===== src/rtl/tdm_demux8_sm.sv =====
// Receive side of the 8-slot TDM serial link: aligns to frame sync, deserialises
// one bit per valid beat into channels o0..o7 and presents each frame with valid/ack.
module tdm_demux8_sm #(
    parameter bit SYNC_CHECK = 1'b1,
    parameter bit CLR_ON_ERR = 1'b1
) (
    input  logic clk,
    input  logic rst_n,
    input  logic din,
    input  logic din_valid,
    input  logic fs,
    input  logic frame_ack,
    output logic o0,
    output logic o1,
    output logic o2,
    output logic o3,
    output logic o4,
    output logic o5,
    output logic o6,
    output logic o7,
    output logic frame_valid,
    output logic overrun,
    output logic sync_err,
    output logic locked
);

    typedef enum logic {
        HUNT   = 1'b0,
        LOCKED = 1'b1
    } state_t;

    state_t      state_q, state_d;
    logic [2:0]  slot_q, slot_d;
    logic [6:0]  shreg_q, shreg_d;
    logic [7:0]  frame_q, frame_d;
    logic        frame_valid_q, frame_valid_d;
    logic        overrun_q, overrun_d;
    logic        sync_err_q, sync_err_d;

    logic [6:0]  slot_sel;
    logic        misaligned_fs;

    // One-hot write enable for slots 0..6; slot 7 bypasses the shift register.
    assign slot_sel      = 7'b000_0001 << slot_q;
    assign misaligned_fs = SYNC_CHECK && fs && (slot_q != 3'd0);

    always_comb begin
        state_d       = state_q;
        slot_d        = slot_q;
        shreg_d       = shreg_q;
        frame_d       = frame_q;
        frame_valid_d = frame_valid_q;
        overrun_d     = 1'b0;
        sync_err_d    = 1'b0;

        if (frame_valid_q && frame_ack) begin
            frame_valid_d = 1'b0;
        end

        if (din_valid) begin
            case (state_q)
                HUNT: begin
                    if (fs) begin
                        shreg_d = {6'b0, din};
                        slot_d  = 3'd1;
                        state_d = LOCKED;
                    end
                end
                LOCKED: begin
                    if (misaligned_fs) begin
                        sync_err_d = 1'b1;
                        shreg_d    = {6'b0, din};
                        slot_d     = 3'd1;
                        if (CLR_ON_ERR) begin
                            frame_d       = 8'h00;
                            frame_valid_d = 1'b0;
                        end
                    end else if (slot_q == 3'd7) begin
                        frame_d       = {din, shreg_q};
                        frame_valid_d = 1'b1;
                        overrun_d     = frame_valid_q && !frame_ack;
                        shreg_d       = 7'b0;
                        slot_d        = 3'd0;
                    end else begin
                        shreg_d = (shreg_q & ~slot_sel) | (slot_sel & {7{din}});
                        slot_d  = slot_q + 3'd1;
                    end
                end
                default: state_d = HUNT;
            endcase
        end
    end

    always_ff @(posedge clk) begin
        if (!rst_n) begin
            state_q       <= HUNT;
            slot_q        <= 3'd0;
            shreg_q       <= 7'b0;
            frame_q       <= 8'h00;
            frame_valid_q <= 1'b0;
            overrun_q     <= 1'b0;
            sync_err_q    <= 1'b0;
        end else begin
            state_q       <= state_d;
            slot_q        <= slot_d;
            shreg_q       <= shreg_d;
            frame_q       <= frame_d;
            frame_valid_q <= frame_valid_d;
            overrun_q     <= overrun_d;
            sync_err_q    <= sync_err_d;
        end
    end

    assign o0          = frame_q[0];
    assign o1          = frame_q[1];
    assign o2          = frame_q[2];
    assign o3          = frame_q[3];
    assign o4          = frame_q[4];
    assign o5          = frame_q[5];
    assign o6          = frame_q[6];
    assign o7          = frame_q[7];
    assign frame_valid = frame_valid_q;
    assign overrun     = overrun_q;
    assign sync_err    = sync_err_q;
    assign locked      = (state_q == LOCKED);

endmodule


===== config.mk =====
export PLATFORM = sky130hd
export DESIGN_NAME = tdm_demux8_sm
export DESIGN_NICKNAME = d
export VERILOG_FILES = /design/src/rtl/tdm_demux8_sm.sv
export SDC_FILE = /design/constraint.sdc
export NUM_CORES = 1
export LEC_CHECK = 0
export CAP_MARGIN = 40
export CORE_MARGIN = 2
export CORE_UTILIZATION = 50
export CTS_CLUSTER_SIZE = 28
export DETAILED_ROUTE_END_ITERATION = 6
export GPL_TIMING_DRIVEN = 0
export PLACE_DENSITY = 0.88
export SLEW_MARGIN = 25
export SYNTH_ARGS = -nofsm -noshare
export SYNTH_HDL_FRONTEND = slang
export SYNTH_SLANG_ARGS = --single-unit

===== constraint.sdc =====
create_clock -name clk -period 1.7 [get_ports clk]
set_input_delay 0.17 -clock clk [delete_from_list [all_inputs] [get_ports clk]]
set_output_delay 0.17 -clock clk [all_outputs]
set_load 0.02 [all_outputs]

==> flow_summary.toml <==
[run_status]
status = "completed"

[synthesis]
yosys_warnings = 0
syn_avg_cell_area_um2 = 8.68
synth-edff-count = 0
synth.distinct_cells = 27
async_flop_share_pct = 0
ys_ff_latch = 22
synth_ff_type = "dfxtp_1"
synth.cell_area_um2 = 1010
seq_area_frac_synth_pct = 43.7
synthesis.nets = 129
syn_inst = 116

[routing]
routedWlPerCell_um = 12.8
vias = 862
totalWireLength_um = 2080
drcViolationCount = 0
avgViaCountPerCell = 5.32
drt-initial-drc-count = 19
antenna_left = 0
firstDrtPassIters = 4

[worst_hold_path]
hold_class = "in2reg"

[critical_path]
max_stage_delay_ns = 0.37
cp_max_fo = 8
worstPathArrival_ns = 1.81
cp.required_ns = 1.94
r2r_slack_ns = 0.13
critical_path.cell_chain = "inv_1 > ha_1 > nand2b_4 > a21oi_1 > nand2_2 > o22ai_1"
endpoint_kind = "register"
critical-path-slowest-cell = "dfxtp_1"
path_class = "reg2reg"
start_kind = "register"

[job]
drv_cap = 0

[cts]
numCtsBuffers = 3
cts_buffer_depth = 2
cts_tree = "built"
worstSkewPairLatency_ns = 0.31
root_buffer = "clkbuf_4"
h-tree-depth = 1
hold_buffers = 0
cts.clk_slew.worst_paths_ns = 0.12
cts_num_sinks = 22

[placement]
io_buffer_count = 15
place_congestion = 0.802
dpl-instance-area_um2 = 1190
dp_hpwl_um = 1530

[power_and_ir_drop]
p_leak_uw = 0.000487
ir_drop_mv = 0.557
powerDensity_nw_per_um2 = 818
power.total_uw = 1020

[timing]
setup_violations = 0
setup_tns_ns = 0
whs_ns = 0.190
worst_pin_slew_ns = 0.383
fin_crit_ns = 1.57
slew_viol_final = 0
rsz0062_at_grt = "no"
finalCritPeriodShare_pct = 92.2
maxSlewHeadroom_pct = 74.4
finalHoldViolCount = 0
max_freq_ghz = 0.638
finalClockSkew_ns = 0.00229

[global_route]
grt_pass1_vias = 817
globalRouteMet3Util_pct = 3.68
grt_pass1_wl_um = 3520
antenna_found_initial = 0
grtUsageMet2_pct = 32.9
gr-max-usage-layer = "met2"
grt_usage_pct = 18.7
overflow = 0
grt_max_degree = 14
gr-usage-met1_pct = 22.5

[final_layout]
syn_to_final_growth_pct = 23.9
layout_common_cells = "nand2_1 (23), dfxtp_1 (22), clkdlybuf4s50_1 (15)"
drive_gt1_share_pct = 8.15
layout_commonest_cell = "nand2_1"
final_nets = 149
stdcell_area_um2 = 1250
n_fill_cell = 183
antenna_cells = 0

[floorplanning]
io_pins = 18
die_w_um = 48.9
start_util_pct = 52.4
chipHeight_um = 48.9
fp.dieArea_um2 = 2390
core_um2 = 1920
rows = 16
-- final timing paths --
check / startpoint / to / cells past startpoint
setup / recovery: slot_q[0] / frame_q[1] / 6
hold / removal: din / frame_q[7] / 3
setup reg to reg: slot_q[0] / frame_q[1] / 6
hold reg to reg: frame_q[0] / frame_q[0] / 2
-- cells by family after synthesis --
logic type / after synthesis / share of synthesized area [%]
mux: 5 / 4.97
simple gates: 46 / 21.4
fa+ha+maj: 7 / 8.70
flops: 22 / 43.7
buf+inv: 10 / 4.72
compound gates: 26 / 16.5
-- final cells by class --
class                      count  area, µm²  share of cell area, %
multi-input combinational     84        523                   41.9
clock buffer                   3       22.5                   1.81
inverter                       5       18.8                   1.50
buffer                         5       28.8                   2.31
tap                           27       33.8                   2.71
timing repair buffer          15        150                   12.0
sequential                    22        440                   35.3
clock inverter                 1       30.0                   2.41
-- worst max-delay path: cells and delay by family (launching register included) --
kind,cells,cell delay [ns]
simple gates,2,0.28
flops,1,0.37
buf+inv,1,0.10
compound gates,2,0.45
fa+ha+maj,1,0.30
-- synthesized netlist by cell type, types with 2 or more instances --
master / number / area (µm²)
a21oi_1: 6 / 30.0
and2_1: 2 / 12.5
and3_1: 3 / 18.8
buf_2: 2 / 10.0
clkbuf_1: 2 / 7.51
dfxtp_1: 22 / 440
ha_1: 7 / 87.6
inv_1: 5 / 18.8
mux2i_1: 5 / 50.1
nand2_1: 24 / 90.1
nand3_1: 5 / 25.0
nor2_1: 6 / 22.5
nor2b_1: 2 / 12.5
o21a_1: 2 / 15.0
o21ai_0: 3 / 15.0
o22ai_1: 9 / 56.3
-- metal layers --
layer / vias up / wire length [µm]
met3: 4 / 80
met2: 18 / 1040
met1: 399 / 922
met4: 0 / 37
li1: 441 / -
met5: - / 0
-- metrics by stage --
| stage | instances | worst slack, ns | utilization, % |
|---|---|---|---|
| 5_1_grt | 162 | 0.0175 | 64.9 |
| 3_5_place_dp | 158 | 0.0720 | 62.0 |
| 2_1_floorplan | 116 | 0.357 | - |
| 6_report | 162 | 0.132 | 64.9 |
| 3_3_place_gp | 158 | 0.123 | 62.0 |
| 4_1_cts | 162 | 0.0836 | 64.7 |
-- registers in the layout, indices dropped and copies added (netlist names) --
signal and count:
frame_q 8, frame_valid 1, locked 1, overrun 1, shreg_q 7, slot_q 3
sync_err 1
-- power by group --
| part | internal, µW | leakage, µW | total [µW] | switching [µW] |
|---|---|---|---|---|
| Combinational | 36.6 | 0.000281 | 89.7 | 53.1 |
| Clock | 238 | 0.0000279 | 402 | 163 |
| Sequential | 522 | 0.000178 | 529 | 6.64 |
-- repair_timing --
action,4_1_cts,5_1_grt
resized for setup,0,2
setup endpoints to repair,0,8
endpoints found under the hold margin,0,0
setup buffers,0,0
Power figures use the tool's default switching activity.
